**src/rtl/cam_pkg.sv**
```systemverilog
// cam_pkg: mode codes, FSM encoding and status-word layout shared by the camera packer
package cam_pkg;
    localparam logic [2:0] MODE_RAW   = 3'b000;
    localparam logic [2:0] MODE_DEC   = 3'b100;
    localparam logic [2:0] MODE_DELTA = 3'b111;
    typedef enum logic [2:0] {
        S_IDLE, S_HEADER, S_ACTIVE, S_FLUSH, S_TRAIL_END, S_TRAIL_STAT
    } state_t;
    localparam int ST_CNT_LSB  = 0;
    localparam int ST_MODE_LSB = 4;
    localparam int ST_OVF_BIT  = 7;
    function automatic logic [7:0] status_word(input logic ovf, input logic [2:0] mode,
                                               input logic [3:0] cnt);
        logic [7:0] s;
        s = '0;
        s[ST_OVF_BIT] = ovf;
        s[ST_MODE_LSB +: 3] = mode;
        s[ST_CNT_LSB +: 4] = cnt;
        return s;
    endfunction
    // unknown commands fall back to raw and report as raw
    function automatic logic [2:0] norm_mode(input logic [2:0] cmd);
        return (cmd == MODE_DEC || cmd == MODE_DELTA) ? cmd : MODE_RAW;
    endfunction
endpackage

```
**src/rtl/cam_delta_coder.sv**
```systemverilog
// cam_delta_coder: 1-bit delta coder with saturating reconstruction and partial-word flush
module cam_delta_coder #(
    parameter int PIX_W      = 8,
    parameter int DELTA_STEP = 16
) (
    input  logic             pclk,
    input  logic             reset,
    input  logic             clear,
    input  logic [PIX_W-1:0] pix,
    input  logic             pix_valid,
    input  logic             is_ref,
    input  logic             flush,
    output logic [PIX_W-1:0] word,
    output logic             word_valid,
    output logic             partial
);
    localparam int CW = $clog2(PIX_W);
    localparam logic [PIX_W-1:0] STEP = PIX_W'(DELTA_STEP);
    logic [PIX_W-1:0] last_pixel, sr, step_up, step_dn;
    logic [PIX_W:0]   sum;
    logic [CW-1:0]    bit_cnt;
    logic [CW:0]      sh;
    logic             up;
    always_comb begin
        up = pix > last_pixel;
        sum = {1'b0, last_pixel} + {1'b0, STEP};
        step_up = sum[PIX_W] ? '1 : sum[PIX_W-1:0];
        step_dn = last_pixel >= STEP ? last_pixel - STEP : '0;
        partial = bit_cnt != '0;
        sh = (CW+1)'(PIX_W) - {1'b0, bit_cnt};
        word = flush ? sr << sh : {sr[PIX_W-2:0], up};
        word_valid = flush ? partial : pix_valid && !is_ref && bit_cnt == CW'(PIX_W-1);
    end
    always_ff @(posedge pclk) begin
        if (!reset || clear) begin
            last_pixel <= '0;
            sr <= '0;
            bit_cnt <= '0;
        end else if (flush) begin
            sr <= '0;
            bit_cnt <= '0;
        end else if (pix_valid && is_ref) begin
            last_pixel <= pix;
        end else if (pix_valid) begin
            sr <= {sr[PIX_W-2:0], up};
            last_pixel <= up ? step_up : step_dn;
            bit_cnt <= bit_cnt == CW'(PIX_W-1) ? '0 : bit_cnt + 1'b1;
        end
    end
endmodule

```
**src/rtl/cam_stream_packer.sv**
```systemverilog
// cam_stream_packer: packs camera bus beats into framed FIFO words (raw, decimate, delta)
module cam_stream_packer import cam_pkg::*; #(
    parameter int         BUS_W        = 4,
    parameter int         PIX_W        = 8,
    parameter int         N_MARKERS    = 3,
    parameter logic [7:0] START_MARK   = 8'hAA,
    parameter logic [7:0] END_MARK     = 8'h55,
    parameter int         REF_INTERVAL = 33,
    parameter int         DELTA_STEP   = 16
) (
    input  logic             pclk,
    input  logic             reset,
    input  logic [BUS_W-1:0] cam_data,
    input  logic             cam_vsync,
    input  logic             cam_hsync,
    input  logic [2:0]       compress_command,
    input  logic             fifo_full,
    output logic [PIX_W-1:0] output_data,
    output logic             write_en,
    output logic             frame_active,
    output logic             overflow
);
    localparam int NB = PIX_W / BUS_W;
    localparam int BW = NB > 1 ? $clog2(NB) : 1;
    state_t           state;
    logic             vs_q, hs_q, pend, par;
    logic [2:0]       mode, hdr_cnt;
    logic [3:0]       frame_cnt;
    logic [BW-1:0]    beat_cnt, beat_idx;
    logic [PIX_W-1:0] pix_sr, pix, wr_data, d_word;
    logic [7:0]       pix_idx;
    logic fr_start, fr_end, hs_rise, hs_fall, par_eff, pix_done, is_delta, d_valid, d_ref;
    logic d_flush, d_word_valid, d_partial, go_hdr, wr_req, in_frame;
    always_comb begin
        fr_start = cam_vsync & ~vs_q;
        fr_end = ~cam_vsync & vs_q;
        hs_rise = cam_hsync & ~hs_q;
        hs_fall = ~cam_hsync & hs_q;
        beat_idx = hs_rise ? '0 : beat_cnt;
        pix = (pix_sr << BUS_W) | PIX_W'(cam_data);
        in_frame = state == S_HEADER || state == S_ACTIVE || state == S_FLUSH;
        pix_done = state == S_ACTIVE && !fr_end && cam_hsync && beat_idx == BW'(NB-1);
        par_eff = hs_rise ? 1'b0 : par;
        is_delta = mode == MODE_DELTA;
        d_ref = pix_idx == 8'd0;
        d_valid = pix_done && is_delta;
        d_flush = state == S_FLUSH && !fr_end;
        go_hdr = (state == S_IDLE && fr_start) ||
                 (state == S_TRAIL_STAT && cam_vsync && (pend || fr_start));
        wr_req = (state == S_HEADER && !fr_end) || d_flush ||
                 state == S_TRAIL_END || state == S_TRAIL_STAT ||
                 (pix_done && (is_delta ? (d_ref || d_word_valid) : (mode != MODE_DEC || !par_eff)));
        wr_data = state == S_HEADER     ? PIX_W'(START_MARK) :
                  state == S_TRAIL_END  ? PIX_W'(END_MARK) :
                  state == S_TRAIL_STAT ? PIX_W'(status_word(overflow, mode, frame_cnt)) :
                  (is_delta && !(pix_done && d_ref)) ? d_word : pix;
    end
    cam_delta_coder #(.PIX_W(PIX_W), .DELTA_STEP(DELTA_STEP)) u_delta (
        .pclk(pclk), .reset(reset), .clear(go_hdr), .pix(pix), .pix_valid(d_valid),
        .is_ref(d_ref), .flush(d_flush), .word(d_word), .word_valid(d_word_valid),
        .partial(d_partial)
    );
    always_ff @(posedge pclk) begin
        if (!reset) begin
            state <= S_IDLE;
            {vs_q, hs_q, pend, par} <= '0;
            mode <= MODE_RAW;
            hdr_cnt <= '0;
            frame_cnt <= '0;
            beat_cnt <= '0;
            pix_sr <= '0;
            pix_idx <= '0;
            output_data <= '0;
            write_en <= 1'b0;
            frame_active <= 1'b0;
            overflow <= 1'b0;
        end else begin
            vs_q <= cam_vsync;
            hs_q <= cam_hsync;
            write_en <= wr_req && !fifo_full;
            if (wr_req && !fifo_full) output_data <= wr_data;
            if (cam_hsync) begin
                pix_sr <= pix;
                beat_cnt <= beat_idx == BW'(NB-1) ? '0 : beat_idx + 1'b1;
            end
            if (pix_done) par <= ~par_eff;
            else if (hs_rise) par <= 1'b0;
            if (d_valid) pix_idx <= pix_idx == 8'(REF_INTERVAL-1) ? '0 : pix_idx + 1'b1;
            if (state == S_TRAIL_STAT) frame_cnt <= frame_cnt + 1'b1;
            if (go_hdr) begin
                state <= S_HEADER;
                mode <= norm_mode(compress_command);
                overflow <= 1'b0;
                hdr_cnt <= '0;
                beat_cnt <= '0;
                pix_idx <= '0;
                par <= 1'b0;
                pend <= 1'b0;
                frame_active <= 1'b1;
            end else begin
                overflow <= overflow | (wr_req & fifo_full);
                if (in_frame && fr_end) state <= S_TRAIL_END;
                else case (state)
                    S_HEADER: begin
                        hdr_cnt <= hdr_cnt + 1'b1;
                        if (hdr_cnt == 3'(N_MARKERS-1)) state <= S_ACTIVE;
                    end
                    S_ACTIVE: if (hs_fall && is_delta && d_partial) state <= S_FLUSH;
                    S_FLUSH: state <= S_ACTIVE;
                    S_TRAIL_END: begin
                        state <= S_TRAIL_STAT;
                        if (fr_start) pend <= 1'b1;
                    end
                    S_TRAIL_STAT: begin
                        state <= S_IDLE;
                        pend <= 1'b0;
                        frame_active <= 1'b0;
                    end
                    default: ;
                endcase
            end
        end
    end
endmodule
```
**config.mk**
```make
export PLATFORM = sky130hd
export DESIGN_NAME = cam_stream_packer
export DESIGN_NICKNAME = d
export VERILOG_FILES = /design/src/rtl/cam_pkg.sv /design/src/rtl/cam_delta_coder.sv /design/src/rtl/cam_stream_packer.sv
export SDC_FILE = /design/constraint.sdc
export NUM_CORES = 1
export LEC_CHECK = 0
export ABC_AREA = 1
export BUFFER_PORTS_ARGS = -buffer_cell sky130_fd_sc_hd__buf_4
export CAP_MARGIN = 20
export CORE_MARGIN = 4
export CORE_UTILIZATION = 55
export CTS_BUF_LIST = sky130_fd_sc_hd__clkbuf_4
export DETAILED_ROUTE_END_ITERATION = 16
export PLACE_DENSITY_LB_ADDON = 0.08
export SLEW_MARGIN = 20
export SYNTH_ARGS = -nofsm -noshare
export SYNTH_HDL_FRONTEND = slang
export SYNTH_HIERARCHICAL = 1
export SYNTH_SLANG_ARGS = --single-unit
export TNS_END_PERCENT = 50
```
**constraint.sdc**
```tcl
create_clock -name pclk -period 3.1 [get_ports pclk]
set_input_delay 0.62 -clock pclk [delete_from_list [all_inputs] [get_ports pclk]]
set_output_delay 0.62 -clock pclk [all_outputs]
set_load 0.1 [all_outputs]
```
# Yosys cells after proc, flatten, opt, wreduce, memory -nomap -nowiden

Cells that the tools add are included.
Widths: inputs -> output; s select.

Bits in registers: 60
Word-level logic and storage cells: 153
Output and inout port bits: 11
Input bits: 12

Mux-type cells: 29
Bitwise operators: 16
Equal/unequal tests: 20
Shift-type cells: 1
Reduce and logical (&&, ||, !) cells: 57
Add/subtract/negate cells: 8
$lt $le $gt $ge: 2

Operators by type and width:

| cell                | count |
|---|---|
| $mux 8              | 11 |
| $logic_and 1x1->1   | 19 |
| $eq 3x3->1 const B  | 6 |
| $mux 3              | 5 |
| $pmux 3 s5          | 1 |
| $logic_or 1x1->1    | 12 |
| $reduce_and 3->1    | 4 |
| $mux 1              | 11 |
| $add 8x5->9 const B | 1 |
| $eq 3x2->1 const B  | 3 |
| $not 1->1           | 9 |
| $add 8x1->8 const B | 1 |
| $eq 8x6->1 const B  | 1 |
| $ge 8x5->1 const B  | 1 |
| $gt 8x8->1          | 1 |
| $logic_not 8->1     | 1 |
| $ne 4x1->1 const B  | 2 |
| $or 8x4->8          | 1 |
| $reduce_and 2->1    | 4 |
| $shl 8x4->8         | 1 |
| $sub 8x5->8 const B | 1 |
| $reduce_bool 7->1   | 1 |
| $add 3x1->3 const B | 2 |
| $logic_not 1->1     | 6 |
| other kinds (18)    | 28 |

# Longest topological paths before layout

Gate-level depths: netlist of the first run.

Depth after elaboration: 16
Gate-level depth with buffers: 17
Depth with buffers taken out: 17

# Modules after synthesis

The synthesis of the first run kept the hierarchy.

By module, submodules not included:

| module            | cells an instance | seq. area each (um^2) | area an instance (um^2) | times used |
|---|---|---|---|---|
| cam_stream_packer | 310               | 820.8                 | 2165.8                  | 1 |
| cam_delta_coder   | 237               | 380.4                 | 1582.8                  | 1 |

# Least setup slack after synthesis of the first run

Ideal clock, no wire load.

Path kind: in2reg
Start: input cam_hsync
End: register output_data[0]
Stages on the path: 17
Slack: 498 ps
Buffers on the path: 1
Library setup time: 74 ps
Required time: 3026 ps
Arrival: 2528 ps
Path through: buf_4 > nand3_1 > nor2_2 > nand2_2 > nor2_4 > inv_1 > nor2_1 > inv_1 > o32ai_1 > nor2_1 > o21ai_0 > nand2_1 > nand2_2 > nand2_4 > nor2_8 > nand2_1 > a21oi_1

Cells in the longest elaborated chain, start to end: 12
Elaborated cells on any way between the ends: 23
Classes of those cells: mux (8); bitwise (1); reduce/logical (14)

RTL lines:

| what                              | line                    | text |
|---|---|---|
| start, declared                   | cam_stream_packer.sv:15 | `input logic cam_hsync,` |
| $and 1x1->1                       | cam_stream_packer.sv:37 | `hs_rise = cam_hsync & ~hs_q;` |
| $mux 1                            | cam_stream_packer.sv:39 | `beat_idx = hs_rise ? '0 : beat_cnt;` |
| $logic_and 1x1->1 *               | cam_stream_packer.sv:42 | `pix_done = state == S_ACTIVE && !fr_end && cam_hsync && beat_idx == BW'(NB-1);` |
| $logic_and 1x1->1 *               | cam_stream_packer.sv:46 | `d_valid = pix_done && is_delta;` |
| net d_valid                       | cam_stream_packer.sv:32 | `logic fr_start, fr_end, hs_rise, hs_fall, par_eff, pix_done, is_delta, d_valid, d_ref;` |
| $logic_and 1x1->1 * (2 in series) | cam_delta_coder.sv:32   | `word_valid = flush ? partial : pix_valid && !is_ref && bit_cnt == CW'(PIX_W-1);` |
| $mux 1 *                          | cam_delta_coder.sv:32   |  |
| net d_word_valid                  | cam_stream_packer.sv:33 | `logic d_flush, d_word_valid, d_partial, go_hdr, wr_req, in_frame;` |
| $logic_or 1x1->1 *                | cam_stream_packer.sv:52 | `(pix_done && (is_delta ? (d_ref \|\| d_word_valid) : (mode != MODE_DEC \|\| !par_eff)));` |
| $mux 1 *                          | cam_stream_packer.sv:52 |  |
| $logic_and 1x1->1 *               | cam_stream_packer.sv:52 |  |
| $logic_or 1x1->1 *                | cam_stream_packer.sv:51 | `state == S_TRAIL_END \|\| state == S_TRAIL_STAT \|\|` |
| $logic_and 1x1->1 *               | cam_stream_packer.sv:81 | `if (wr_req && !fifo_full) output_data <= wr_data;` |
| end signal, assigned              | cam_stream_packer.sv:81 |  |
| end, declared                     | cam_stream_packer.sv:18 | `output logic [PIX_W-1:0] output_data,` |

Mark *: on every way through the listed nets, which the timed path passes. The rest lies on a longest branch.
A chain may end at the register's enable or synchronous reset.

# Final worst setup path of the first run

Start: register u_delta.bit_cnt[0]
End: register output_data[2]

Elaborated cells on any way between the ends: 16
Classes of those cells: add/sub (1); eq/ne (1); shift (1); mux (7); reduce/logical (6)

RTL lines:

| what                   | line                    | text |
|---|---|---|
| start, declared        | cam_delta_coder.sv:21   | `logic [CW-1:0] bit_cnt;` |
| start signal, assigned | cam_delta_coder.sv:47   | `bit_cnt <= bit_cnt == CW'(PIX_W-1) ? '0 : bit_cnt + 1'b1;` |
| $sub 4x3->4            | cam_delta_coder.sv:30   | `sh = (CW+1)'(PIX_W) - {1'b0, bit_cnt};` |
| $shl 8x4->8            | cam_delta_coder.sv:31   | `word = flush ? sr << sh : {sr[PIX_W-2:0], up};` |
| $mux 8                 | cam_delta_coder.sv:31   |  |
| net d_word[2]          | cam_stream_packer.sv:30 | `logic [PIX_W-1:0] pix_sr, pix, wr_data, d_word;` |
| $mux 8                 | cam_stream_packer.sv:56 | `(is_delta && !(pix_done && d_ref)) ? d_word : pix;` |
| $mux 8                 | cam_stream_packer.sv:55 | `state == S_TRAIL_STAT ? PIX_W'(status_word(overflow, mode, frame_cnt)) :` |
| $mux 8                 | cam_stream_packer.sv:54 | `state == S_TRAIL_END ? PIX_W'(END_MARK) :` |
| $mux 8                 | cam_stream_packer.sv:53 | `wr_data = state == S_HEADER ? PIX_W'(START_MARK) :` |

The timed path passes the listed nets, and every way through them passes these cells.

==> flow_summary_export.csv, run 1 <==
group,metric,value,unit
status,status,"complete, no violations",
synthesis,synth_warnings,6,
timing,grt_setup_unrepaired,"false",
timing,setup_viol,0,
floorplanning,io_pins,23,
floorplanning,fp-row-count,29,
synthesis,syn_area_per_cell,6.85,um^2
cts,clk_pin_slew,0.12,ns
cts,clock-root-buffer,"clkbuf_4",
worst_setup_path,required,3.46,ns
worst_setup_path,critPathKind,"flop to flop",
drt,via_per_inst,5.42,
cts,cts_buffers,9,
synthesis,yosys_register_bits,60,
floorplanning,initial_core_util,57.7,%
worst_setup_path,crit_path_cell_trace,"inv_1, ha_1, ha_1, nor2_1, inv_1, o22ai_1, inv_1, nand3_1, nand3_1, nand2_1, nand2_1, a21oi_1",
synthesis,synth_edf_count,0,
global_routing,grt_overflow_total,0,
synthesis,synth_area,3750,um^2
worst_setup_path,start_kind,"flop",
global_routing,antenna_found_initial,0,
finish,stdcell_area,4140,um^2
run,cap_violations,0,
cts,cts_resized,0,
timing,slew_headroom,69.2,%
floorplanning,die_x,90.6,um
floorplanning,die_y,90.6,um
worst_setup_path,end_kind,"flop",
finish,mostFrequentLayoutCells,"nand2_1, inv_1, dfxtp_1, o21ai_0, a21oi_1",
timing,fin_tns_setup,0,ns
synthesis,synthesis.nets,579,
worst_setup_path,max_stage_delay,0.62,ns
synthesis,synth_ff_type,"dfxtp_1",
finish,drive_above_1_share,16.2,%
cts,cts_setup_buffers,0,
finish,antenna_cells,0,
global_routing,grt_pass1_wl,15300,um
min_path,holdPathEnd,"vs_q$_SDFF_PN0_",
cts,cts.htree.levels,3,
timing,min_period_over_period,84.6,%
worst_setup_path,critical_path_arrival,2.98,ns
finish,syn_to_final_growth,10.4,%
worst_setup_path,ff2ff_setup_slack,0.48,ns
finish,final_util,63.7,%
worst_setup_path,worst_path_max_delay_cell,"dfxtp_1",
min_path,min_path_cells,3,
finish,instances_no_fill,659,
global_routing,grtUsageTotal,22.6,%
placed_design,dpl.cell_count,643,
worst_setup_path,regToRegStartpoint,"u_delta/bit_cnt[0]$_SDFFE_PP0P_",
cts,cts_num_sinks,60,
floorplanning,die_area,8200,um^2
floorplanning,core,6490,um^2
min_path,hp-start,"cam_vsync",
worst_setup_path,r2r-end,"output_data[2]$_SDFFE_PN0P_",
min_path,hp-class,"primary input to flop",
cts,cts_tree,"done",
pwr,ir_worst_vdd,0.307,mV
worst_setup_path,reg2reg_depth,12,
timing,hold_viol,0,
finish,fillers,639,
worst_setup_path,cp_common_cell,"inv_1",
placed_design,hpwl,6810,um
placed_design,placed_area,4000,um^2
timing,slew_viol_final,0,
drt,first_pass_iters,5,
synthesis,yosysSeqAreaShare,32.0,%
cts,clk_path_buf_depth,2,
pwr,power_leakage,1.82,nW
pwr,p_per_area,505,nW/um^2
timing,hold-worst-slack,0.415,ns
cts,clock_latency,0.42,ns
synthesis,ys_async_sr_fraction,0,%
drt,final_antenna_net_count,0,
synthesis,yosysUniqueCellTypes,46,
finish,fin_nets,609,
drt,vias,3572,
drt,drt_iter0_drc,194,
timing,tightest_slew,0.461,ns
global_routing,grt_max_degree,18,
drt,drc_errors,0,
drt,totalWireLength,8930,um
global_routing,grt_pass1_vias,3251,
placed_design,io_buffer_count,22,
timing,min_period,2.62,ns
worst_setup_path,crit_path_max_fanout,17,
placed_design,place_congestion,0.915,
finish,final_common_cell,"nand2_1",
drt,routedWlPerCell,13.6,um
timing,fmax,381,MHz
synthesis,synth_cells,547,
cts,ctsHoldBuffers,0,
timing,fin_worst_skew,0.0145,ns
[cells by family (layout without fill, tap and decap cells)]
| group | count (synthesis) | in the layout | synth area share (%) |
|---|---|---|---|
| AND/OR/NAND/NOR | 239 | 239 | 31.5 |
| AO/OA/AOI/OAI | 129 | 129 | 19.0 |
| buffers and inverters | 96 | 131 | 10.1 |
| flip-flops | 60 | 60 | 32.0 |
| adder cells (fa/ha/maj) | 20 | 20 | 6.68 |
| XOR/XNOR | 3 | 3 | 0.701 |
[where the power goes]
part / internal [W] / switching [W]
combinational: 0.000167 / 0.000474
clock: 0.000249 / 0.000333
sequential: 0.000820 / 0.0000469
total: 0.00124 / 0.000854
[metal layers]
metal | vias to the layer above | track usage (%) | wire length, um
met3 | 13 | 5.50 | 520
li1 | 1864 | - | -
met5 | - | 0 | 0
met2 | 83 | 35.4 | 3930
met1 | 1612 | 30.7 | 4370
met4 | 0 | 6.51 | 112
[sequential cells by signal, indices dropped and copies added, names as in the netlist, 3 cells and up]
register,count
pix_idx,8
hdr_cnt,3
u_delta/last_pixel,8
mode,3
frame_cnt,4
output_data,8
state,3
pix_sr,4
u_delta/sr,8
u_delta/bit_cnt,3
[area by class of cell]
class	instances	area (um^2)	area share [%]
clock buffer	9	67.6	1.63
clock inverter	7	75.1	1.81
timing repair buffer	26	195	4.72
sequential	60	1200	29.0
multi-input combinational	391	2170	52.4
tap	77	96.3	2.33
inverter	89	335	8.10
[worst max-delay path, delay by kind of cell (launching register included)]
family | cells | cell delay, ns
AOI/OAI and AO/OA | 2 | 0.25
adders and majority gates | 2 | 0.53
buffers and inverters | 3 | 0.39
DFF | 1 | 0.62
and+or+nand+nor | 5 | 0.77
[metrics by stage]
| step | power, W | worst slack, ns |
|---|---|---|
| after floorplan | 0.00138 | 0.498 |
| after detailed placement | 0.00152 | 0.334 |
| after CTS | 0.00210 | 0.478 |
| after global routing | 0.00222 | 0.195 |
| after global placement | 0.00152 | 0.450 |
| final | 0.00209 | 0.479 |
[worst max path at each step]
stage,from,slack [ns],endpoint,cells after the start
6_report,u_delta/bit_cnt[0]$_SDFFE_PP0P_,0.48,output_data[2]$_SDFFE_PN0P_,12
5_1_grt,state[1]$_SDFFE_PP0P_,0.20,output_data[2]$_SDFFE_PN0P_,16
4_1_cts,u_delta/bit_cnt[0]$_SDFFE_PP0P_,0.48,output_data[2]$_SDFFE_PN0P_,12
3_5_place_dp,cam_hsync,0.33,output_data[3]$_SDFFE_PN0P_,15
3_3_place_gp,cam_hsync,0.45,output_data[2]$_SDFFE_PN0P_,17
2_1_floorplan,cam_hsync,0.50,output_data[0]$_SDFFE_PN0P_,17
[synthesized netlist by cell type (2+ instances only)]
library cell / instances / area [um^2]
o21ai_0: 52 / 260
buf_2: 3 / 15.0
o221ai_1: 3 / 26.3
nand2_1: 102 / 383
a21oi_1: 52 / 260
nor2_2: 10 / 62.6
buf_4: 2 / 15.0
inv_1: 77 / 289
nand3_1: 37 / 185
nor2_1: 46 / 173
or2_2: 4 / 25.0
inv_2: 9 / 33.8
nand2_4: 3 / 33.8
nand2_2: 8 / 50.1
nor4_1: 2 / 12.5
nor2_4: 8 / 90.1
a211oi_1: 2 / 15.0
nand4_1: 3 / 18.8
o22ai_1: 5 / 31.3
clkinv_1: 2 / 7.51
dfxtp_1: 60 / 1200
o211ai_1: 6 / 45.0
xor2_1: 3 / 26.3
ha_1: 20 / 250
nand3_2: 2 / 20.0
nor3_1: 6 / 30.0
No activity file was read; power rests on OpenSTA's default activity.
==> run 2, diff against run 1 <==
- ABC_AREA: 1 -> 0
- clock period: 3.1 -> 2.55 ns (I/O delays scaled with it)
==> flow_summary_export.csv, run 2 <==
group,metric,value,unit
cts,clk_pin_slew,0.11,ns
min_path,hp-class,"primary input to flop",
synthesis,synth_warnings,6,
timing,hold_viol,0,
worst_setup_path,start_kind,"flop",
global_routing,grt_max_degree,20,
worst_setup_path,path_delay_family,"simple AND/OR/NAND/NOR gates",
placed_design,place_congestion,0.910,
synthesis,ys_async_sr_fraction,0,%
worst_setup_path,required,2.88,ns
cts,ctsHoldBuffers,0,
timing,min_period_over_period,96.6,%
synthesis,synth_top_area_cell,"dfxtp_1",
global_routing,grt_pass1_vias,3201,
global_routing,grtUsageTotal,24.0,%
synthesis,synth_area,3650,um^2
finish,fillers,549,
placed_design,placed_area,4080,um^2
floorplanning,io_pins,23,
drt,totalWireLength,9060,um
worst_setup_path,regToRegStartpoint,"state[2]$_SDFFE_PP0P_",
pwr,ir_worst_vdd,0.349,mV
synthesis,yosys_register_bits,60,
synthesis,synthTopCellsByArea,"dfxtp_1, ha_1, a21oi_1, nand2_1, nor2_1",
worst_setup_path,end_kind,"flop",
worst_setup_path,critical_path_arrival,2.80,ns
cts,cts_tree,"done",
finish,antenna_cells,0,
worst_setup_path,cp_common_cell,"or3b_4",
timing,hold-worst-slack,0.332,ns
min_path,min_path_cells,2,
synthesis,yosysMostFrequentCell,"dfxtp_1",
finish,fin_nets,525,
timing,fin_worst_skew,0.0158,ns
placed_design,hpwl,6720,um
worst_setup_path,max_stage_delay,0.42,ns
global_routing,grt_overflow_total,0,
timing,min_period,2.46,ns
cts,clock_latency,0.42,ns
worst_setup_path,r2r-end,"output_data[2]$_SDFFE_PN0P_",
global_routing,antenna_found_initial,0,
min_path,holdPathEnd,"vs_q$_SDFF_PN0_",
worst_setup_path,reg2reg_depth,10,
timing,setup_viol,0,
drt,drt_iter0_drc,167,
synthesis,yosysUniqueCellTypes,73,
worst_setup_path,crit_path_cell_trace,"or3b_4, nor4_4, nor2b_4, nand3_2, o21ai_2, inv_1, o311a_1, o31a_1, or3b_4, o31ai_2",
floorplanning,die_area,8010,um^2
drt,final_antenna_net_count,0,
floorplanning,core,6390,um^2
pwr,power_leakage,1.72,nW
drt,drc_errors,0,
finish,drive_above_1_share,21.9,%
synthesis,ys_top_cells_by_count,"dfxtp_1, nand2_1, nor2_1",
synthesis,syn_area_per_cell,8.13,um^2
timing,fmax,406,MHz
cts,clk_path_buf_depth,2,
synthesis,synth_ff_type,"dfxtp_1",
synthesis,yosysSeqAreaShare,32.9,%
cts,cts.htree.levels,3,
floorplanning,die_y,89.5,um
floorplanning,fp-row-count,29,
drt,via_per_inst,5.97,
worst_setup_path,crit_path_max_fanout,4,
cts,cts_num_sinks,60,
min_path,hp-start,"cam_vsync",
drt,first_pass_iters,5,
global_routing,grt_pass1_wl,14900,um
cts,cts_buffers,9,
pwr,power,0.00219,W
timing,tightest_slew,0.489,ns
placed_design,dpl_worst_slack,0.0585,ns
synthesis,synthesis.nets,481,
worst_setup_path,critPathKind,"flop to flop",
finish,mostFrequentLayoutCells,"dfxtp_1, buf_4, nand2_1, nor2_1, a21oi_1",
floorplanning,die_x,89.5,um
floorplanning,initial_core_util,57.2,%
cts,clock-root-buffer,"clkbuf_4",
placed_design,dpl.cell_count,558,
status,status,"complete, no violations",
timing,slew_headroom,67.2,%
timing,worst_slack,0.0863,ns
drt,routedWlPerCell,15.8,um
worst_setup_path,worst_path_max_delay_cell,"or3b_4",
synthesis,synth_edf_count,0,
pwr,p_per_area,506,nW/um^2
worst_setup_path,cp_num_buf_inv,1,
worst_setup_path,ff2ff_setup_slack,0.09,ns
finish,stdcell_area,4320,um^2
synthesis,synth_top_area_share,32.9,%
drt,vias,3435,
synthesis,synth_cells,449,
finish,syn_to_final_growth,18.2,%
placed_design,io_buffer_count,22,
run,cap_violations,0,
finish,instances_no_fill,575,
timing,slew_viol_final,0,
[run 2: worst max-delay path by stage]
stage	from	to	cells past startpoint
floorplan	state[1]$_SDFFE_PP0P_	output_data[0]$_SDFFE_PN0P_	13
global placement	cam_vsync	output_data[0]$_SDFFE_PN0P_	11
detailed placement	cam_vsync	output_data[0]$_SDFFE_PN0P_	11
CTS	state[0]$_SDFFE_PN0P_	output_data[0]$_SDFFE_PN0P_	10
global route	state[0]$_SDFFE_PN0P_	output_data[2]$_SDFFE_PN0P_	10
finish	state[2]$_SDFFE_PP0P_	output_data[2]$_SDFFE_PN0P_	10
[run 2: per-layer routing]
layer	wire [um]	part of all wire (%)	up-vias	global-route usage, %
met1	4110	45	1599	31.6
met2	4160	46	109	37.7
met3	516	5.7	29	4.70
li1	-	-	1698	-
met4	274	3.0	0	11.4
met5	0	0	-	0
[run 2: timing repair]
action	4_1_cts	5_1_grt
setup buffers	0	1
resized for setup	0	12
endpoints found under the setup margin	0	13
[run 2: final cells by class]
cell class	instances	area, um^2	area share, %
Inverter	32	120	2.78
Sequential cell	60	1200	27.9
Tap cell	77	96.3	2.23
Timing Repair Buffer	57	428	9.91
Multi-Input combinational cell	333	2280	52.8
Clock buffer	10	75.1	1.74
Clock inverter	6	113	2.61
[run 2: cell families (layout without fill, tap and decap cells)]
logic type,after synthesis,in the layout,synth area share [%]
buffers and inverters,56,105,6.30
adders and majority gates,20,20,6.85
xor gates and xnor gates,14,14,3.36
and+or+nand+nor,174,174,24.7
AOI/OAI and AO/OA,113,113,22.2
muxes,12,12,3.70
DFF,60,60,32.9
[run 2: per-stage QoR]
step,utilization [%],TNS (ns)
after floorplan,-,-3.44
after global placement,63.8,0
after detailed placement,63.8,0
after CTS,66.8,0
after global routing,67.6,-0.0394
final,67.6,0
[run 2: where the power goes]
part           internal [W]  switching, W
registers          0.000960     0.0000170
clock network      0.000509      0.000377
logic              0.000115      0.000207
==> run 3, diff against run 2 <==
- ABC_AREA: 0 -> 1
- CTS_CLUSTER_DIAMETER: not set -> 40
==> flow_summary_export.csv, run 3 (synthesis results as in run 1) <==
group,metric,value,unit
floorplanning,die_x,90.6,um
worst_setup_path,critical_path_arrival,2.62,ns
timing,setup_viol,0,
worst_setup_path,crit_path_max_fanout,8,
cts,cts_tree,"done",
timing,worst_slack,0.267,ns
timing,slew_viol_final,0,
drt,routedWlPerCell,13.4,um
cts,cts_resized,0,
worst_setup_path,end_kind,"flop",
cts,ctsHoldBuffers,0,
pwr,p_per_area,618,nW/um^2
pwr,power,0.00259,W
floorplanning,initial_core_util,57.7,%
drt,totalWireLength,8910,um
placed_design,dpl_worst_slack,0.128,ns
cts,cts_buffers,9,
timing,slew_headroom,72.9,%
finish,fillers,588,
worst_setup_path,required,2.89,ns
worst_setup_path,critPathKind,"flop to flop",
drt,vias,3636,
cts,cts_setup_buffers,0,
global_routing,grt_max_degree,18,
cts,cts.htree.levels,3,
timing,min_period,2.28,ns
drt,drc_errors,0,
pwr,power_leakage,1.86,nW
timing,fin_tns_setup,0,ns
cts,cts_num_sinks,60,
timing,tightest_slew,0.407,ns
timing,hold-worst-slack,0.316,ns
pwr,ir_worst_vdd,0.328,mV
global_routing,grtUsageTotal,22.7,%
finish,drive_above_1_share,17.4,%
drt,first_pass_iters,5,
cts,clock_latency,0.42,ns
run,cap_violations,0,
floorplanning,die_area,8200,um^2
global_routing,grt_pass1_wl,15200,um
status,status,"complete, no violations",
finish,antenna_cells,0,
global_routing,grt_overflow_total,0,
placed_design,place_congestion,0.952,
cts,clock-root-buffer,"clkbuf_4",
finish,fin_nets,613,
placed_design,placed_area,4030,um^2
floorplanning,fp-row-count,29,
finish,final_common_cell,"nand2_1",
floorplanning,die_y,90.6,um
finish,syn_to_final_growth,12.0,%
timing,hold_viol,0,
drt,via_per_inst,5.48,
placed_design,io_buffer_count,22,
global_routing,grt_pass1_vias,3247,
placed_design,hpwl,6940,um
timing,fin_worst_skew,0.0227,ns
cts,clk_pin_slew,0.10,ns
floorplanning,io_pins,23,
min_path,hp-class,"primary input to flop",
cts,clk_path_buf_depth,2,
finish,stdcell_area,4200,um^2
global_routing,antenna_found_initial,0,
timing,min_period_over_period,89.5,%
drt,drt_iter0_drc,203,
timing,grt_setup_unrepaired,"true",
drt,final_antenna_net_count,0,
finish,mostFrequentLayoutCells,"nand2_1, inv_1, dfxtp_1, o21ai_0, a21oi_1",
timing,fmax,438,MHz
worst_setup_path,start_kind,"flop",
floorplanning,core,6490,um^2
[run 3: cell count changes in the layout (fill, tap and decap cells not counted), moves of 10 or more]
cell     change
o21ai_0     +42
a21oi_1     +15
nand2_1     +56
nand3_1     +20
inv_1       +47
nor2_2      +10
buf_4       -27
[run 3: final cells by class]
class	instances	area, um^2	area share [%]
repair buffers	30	225	5.36
well taps	77	96.3	2.29
clock buffers	10	75.1	1.79
multi-input cells	391	2190	52.1
clock inverters	6	78.8	1.88
flip-flops and latches	60	1200	28.6
inverters	89	335	7.99
[run 3: routing by layer]
metal	routed length [um]	up-vias	track usage [%]
li1	-	1874	-
met1	4280	1642	30.5
met2	3960	103	35.0
met3	507	17	5.33
met4	160	0	8.67
met5	0	-	0
[run 3: power by group]
| group | switching [W] | leakage (nW) | internal (W) |
|---|---|---|---|
| clock | 0.000353 | 0.0876 | 0.000401 |
| combinational | 0.000582 | 1.28 | 0.000207 |
| sequential | 0.0000547 | 0.487 | 0.000997 |
| total | 0.000990 | 1.86 | 0.00161 |
[run 3: worst paths after layout]
check	startpoint	end	slack, ns	depth (start not counted)
hold / removal	cam_vsync	vs_q$_SDFF_PN0_	0.32	3
setup / recovery	state[1]$_SDFFE_PP0P_	output_data[4]$_SDFFE_PN0P_	0.27	16
setup reg to reg	state[1]$_SDFFE_PP0P_	output_data[4]$_SDFFE_PN0P_	0.27	16
hold reg to reg	output_data[2]$_SDFFE_PN0P_	output_data[2]$_SDFFE_PN0P_	0.49	2
[run 3: critical path, cell delays in order, from the launching register on]
cell and delay [ns]:
dfxtp_2 0.38, inv_2 0.07, nor3_4 0.26, nand2_2 0.13, nor2_4 0.10, inv_1 0.07
nor2_1 0.12, inv_1 0.08, o32ai_2 0.20, nor2_1 0.07, o21ai_0 0.08, nand2_1 0.12
nand2_2 0.10, nand2_4 0.09, nor2_8 0.15, nand2_1 0.08, a21oi_1 0.12
[run 3: through the flow]
step / cells / util [%]
detailed placement: 647 / 62.0
floorplan: 547 / -
CTS: 663 / 64.3
global placement: 647 / 62.0
global route: 663 / 64.7
finish: 663 / 64.7
